### src/rtl/gtech_rr_arbiter.sv
// Round-robin arbiter with registered one-hot grant, 1-cycle request-to-grant latency; the owner keeps the grant while it holds REQ.
// Define ARB_HOLD_LIMIT_EN to preempt an owner after HOLD_MAX consecutive grant cycles when another requester waits.
module gtech_rr_arbiter #(
   parameter int N        = 4,
   parameter int IW       = 2,
   parameter int HOLD_MAX = 8,
   parameter int CW       = 4
) (
   input  logic          CP,
   input  logic          CD,
   input  logic          EN,
   input  logic [N-1:0]  REQ,
   output logic [N-1:0]  GNT,
   output logic          GNT_VLD,
   output logic [IW-1:0] GNT_ID,
   output logic          BUSY
);

   typedef enum logic {IDLE, GRANT} state_t;

   state_t        state, state_nxt;
   logic [IW-1:0] ptr, ptr_nxt;
   logic [IW-1:0] id_nxt;
   logic [N-1:0]  gnt_nxt;
   logic [IW-1:0] after_owner;
   logic [N-1:0]  others;
   logic [IW:0]   first_hit;
   logic [IW:0]   next_hit;
   logic          preempt;

   if (N < 2 || N > 16 || IW != $clog2(N) || HOLD_MAX < 2 || (HOLD_MAX - 1) >= (1 << CW)) begin : g_bad_cfg
      $error("gtech_rr_arbiter: inconsistent parameters");
   end

   // Returns {found, index} of the first set bit at or after start, searching upward mod N.
   function automatic logic [IW:0] pick(input logic [N-1:0] r, input logic [IW-1:0] start);
      logic [IW:0] res;
      int          idx;
      res = '0;
      for (int i = N - 1; i >= 0; i--) begin
         idx = (int'(start) + i) % N;
         if (r[IW'(idx)]) res = {1'b1, IW'(idx)};
      end
      return res;
   endfunction

   assign after_owner = (int'(GNT_ID) == N - 1) ? '0 : GNT_ID + IW'(1);
   assign others      = REQ & ~GNT;
   assign first_hit   = pick(REQ, ptr);
   assign next_hit    = pick(others, after_owner);

`ifdef ARB_HOLD_LIMIT_EN
   logic [CW-1:0] hold_cnt, hold_cnt_nxt;

   assign preempt = (state == GRANT) && REQ[GNT_ID] && EN && (|others) &&
                    (hold_cnt == CW'(HOLD_MAX - 1));

   // Any grant change restarts the count; otherwise it saturates while the owner is alone.
   always_comb begin
      hold_cnt_nxt = hold_cnt;
      if (gnt_nxt != GNT)
         hold_cnt_nxt = '0;
      else if (state == GRANT && hold_cnt != CW'(HOLD_MAX - 1))
         hold_cnt_nxt = hold_cnt + CW'(1);
   end

   always_ff @(posedge CP or negedge CD) begin
      if (!CD) hold_cnt <= '0;
      else     hold_cnt <= hold_cnt_nxt;
   end
`else
   assign preempt = 1'b0;
`endif

   always_comb begin
      state_nxt = state;
      ptr_nxt   = ptr;
      gnt_nxt   = GNT;
      id_nxt    = GNT_ID;
      case (state)
         IDLE: begin
            if (EN && first_hit[IW]) begin
               state_nxt = GRANT;
               gnt_nxt   = N'(1) << first_hit[IW-1:0];
               id_nxt    = first_hit[IW-1:0];
            end
         end
         GRANT: begin
            // The releasing owner is masked out of the search, so handover never re-picks it.
            if (!REQ[GNT_ID] || preempt) begin
               ptr_nxt = after_owner;
               if (EN && next_hit[IW]) begin
                  gnt_nxt = N'(1) << next_hit[IW-1:0];
                  id_nxt  = next_hit[IW-1:0];
               end else begin
                  state_nxt = IDLE;
                  gnt_nxt   = '0;
                  id_nxt    = '0;
               end
            end
         end
         default: begin
            state_nxt = IDLE;
            gnt_nxt   = '0;
            id_nxt    = '0;
         end
      endcase
   end

   always_ff @(posedge CP or negedge CD) begin
      if (!CD) begin
         state   <= IDLE;
         ptr     <= '0;
         GNT     <= '0;
         GNT_VLD <= 1'b0;
         GNT_ID  <= '0;
      end else begin
         state   <= state_nxt;
         ptr     <= ptr_nxt;
         GNT     <= gnt_nxt;
         GNT_VLD <= |gnt_nxt;
         GNT_ID  <= id_nxt;
      end
   end

   assign BUSY = (state == GRANT);

endmodule

### config.mk
export PLATFORM = sky130hd
export DESIGN_NAME = gtech_rr_arbiter
export DESIGN_NICKNAME = d
export VERILOG_FILES = /design/src/rtl/gtech_rr_arbiter.sv
export SDC_FILE = /design/constraint.sdc
export NUM_CORES = 1
export LEC_CHECK = 0
export BUFFER_PORTS_ARGS = -buffer_cell sky130_fd_sc_hd__buf_4
export CORE_MARGIN = 4
export CORE_UTILIZATION = 50
export CTS_BUF_LIST = sky130_fd_sc_hd__clkbuf_8
export CTS_CLUSTER_SIZE = 8
export DETAILED_ROUTE_END_ITERATION = 6
export GPL_TIMING_DRIVEN = 0
export PLACE_DENSITY_LB_ADDON = 0.25
export SETUP_SLACK_MARGIN = 0.2
export SLEW_MARGIN = 20
export SYNTH_ARGS = -nofsm -noshare
export SYNTH_HDL_FRONTEND = slang
export SYNTH_SLANG_ARGS = --single-unit
export TNS_END_PERCENT = 5
### constraint.sdc
create_clock -name CP -period 2.1 [get_ports CP]
set_clock_uncertainty 0.1 [all_clocks]
set_input_delay 0.42 -clock CP [delete_from_list [all_inputs] [get_ports CP]]
set_output_delay 0.42 -clock CP [all_outputs]
set_load 0.1 [all_outputs]
==> metrics <==
CP Data Required Time 2.17 ns; CTS clk-pin slew, worst paths 0.05 ns; critical path depth 7; largest net degree at the start of global routing 11; cells along the critical path ha_4, or2_4, a21oi_2, a2bb2oi_2, or4_4, a32oi_2, or3_1; H-tree depth 1; GPL Wtd Cong 0.856; clock sinks 10; CP arrival 2.29 ns; routed vias/inst 6.21; failing checks negative setup slack; # DRC 0; clk_lat worst skew around 0.24 ns; Synth Flop Type dfrtp_1; die height 47.0 um; Seq. cell area 263 um2; Fmax around 450 MHz; worst slew pin tran about 0.54 ns; final worst slack -0.117 ns; DR pass1 iterations 4; Critical path buffers and inverters 0; layout cell share with drive strength beyond 1 39.8%; Clock Root Buffer clkbuf_8; fin util 74.0%; final max-slew violation count 0; Mapped Cells 86; Area contributors post-synth dfrtp_1 33%, nand2_1 5.9%, a21oi_1 4.6%, o21ai_0 4.6%, a221oi_2 4.0%; Hold Crit Depth 2; # setup viols final 2; CORE AREA 1370 um2; final hold vios 0; post-detail-place hpwl 1490 um; Starting DRT DRC Count 13; Worst setup EP type flop; Post-layout nets 117; fin crit period 2.22 ns; total CTS buffers 3; number of synthesized flops with an enable pin 0; vias in the first global route between 700 and 800; number of synthesized register bits 10; routed via count approximately 760; GRT overflow 0; die area 2210 um2; critical path launch point type flop; RSZ-0062 raised after global routing yes; async set-reset flop share out of synthesis 100%; Ports 15; top cell type's share of synthesized area 32.9%; Unique masters post-synth 36; Hold Slack 0.431 ns; worst-path fanout max 5; Core Rows 13; first-pass GRT wire length 3200 um; register area share after synthesis about a third; Longest Clk Path Bufs 2; Initial Util 55.6%; synthesized net count 94; kind of critical path flop to flop; CP max stage delay 0.52 ns; Top delay family on crit path simple AND/OR/NAND/NOR gates; initial antenna violation count 0; post-synthesis cell area 759 um2; final wirelength just over 2000 um; critical path's slowest cell or4_4; syn avg cell area between 8 and 9 um2; layout overhead on the synthesized area 33.1%; CTS tree built; max_cap viols 0; R2R cell count 7; Max-slew headroom 63.9%; gr usage total about a fifth; Fillers 106; HP Class flop to flop; Synth Warn # 0; antenna cells 0; commonest cells in the netlist 12 x nand2_1, 10 x dfrtp_1, 7 x a21oi_1, 7 x nor2_1, 7 x o21ai_0; Die Wd 47.0 um; ANT nets after route 0; status finished, violations left; area occupied by multi-input gates 528 um2; most numerous cell in the Yosys netlist nand2_1; Tcrit/Tclk final 106%; PortBufs 14; Wirelength per Cell roughly 16 um; largest area contributor in the netlist dfrtp_1
## per-stage QoR
step,TNS (ns),cell area [um2],instances,worst slack [ns]
2_1_floorplan,-0.291,795,86,-0.186
3_3_place_gp,-0.208,918,115,-0.170
3_5_place_dp,-0.194,918,115,-0.171
4_1_cts,-0.143,1000,123,-0.124
5_1_grt,-0.273,1010,123,-0.195
6_report,-0.134,1010,123,-0.117
## placed cells by master, fill, tap and decap left out, drive strengths merged, types with 2 or more instances in the layout
master,count
buf,18
nand2,12
dfrtp,10
a21oi,7
nor2,7
o21ai,7
inv,5
nand2b,5
clkbuf,3
a221oi,3
o21a,2
nor2b,2
nand3,2
a2bb2oi,2
or3,2
and2b,2
a211oi,2
a32oi,2
## worst min-delay path, cell delays in order (launching register included)
cell and delay, ns:
dfrtp_2 0.37, nand2_1 0.06, o221ai_1 0.06
## per-layer routing
metal / part of all wire, % / global-route usage [%]
met5: 0 / 0
met4: 2.2 / 11.0
met3: 7.5 / 3.45
met2: 49 / 34.7
met1: 41 / 25.8
## timing repair
item,in CTS,in global routing
pin swaps,3,3
hold endpoints to repair,10,0
buffers inserted,3,0
endpoints found under the setup margin,4,6
gates resized for setup,2,3
hold buffers,1,0
## final timing paths
path,from,to,slack (ns)
hold reg to reg,GNT[2],GNT[2],0.43
max in group asynchronous,CD,GNT_ID[1],1.29
setup reg to reg,GNT_ID[0],GNT_VLD,-0.12
min in group asynchronous,CD,GNT[1],0.45
hold / removal,GNT[2],GNT[2],0.43
setup / recovery,GNT_ID[0],GNT_VLD,-0.12
## state kept, by name, summed over array words and instances, names as in the netlist
name and flops:
GNT 4, GNT_ID 2, ptr 2, BUSY 1, GNT_VLD 1
## cell families after synthesis
logic type	after synthesis	share of synthesized area (%)
DFF	10	32.9
AOI/OAI and AO/OA	29	29.8
muxes	2	4.28
buffers and inverters	5	2.47
and+or+nand+nor	39	28.8
adders and majority gates	1	1.65
## final cells by class
type / count / share of cell area [%]
repair buffers: 18 / 13.6
clock inverters: 1 / 0.371
clock buffers: 3 / 4.08
plain buffers: 1 / 0.371
flip-flops and latches: 10 / 26.0
inverters: 4 / 1.49
well taps: 15 / 1.86
multi-input cells: 71 / 52.2
Power is left out: the tool's default activity adds up to more than one toggle a clock period on the data nets, which glitch-free logic cannot reach.
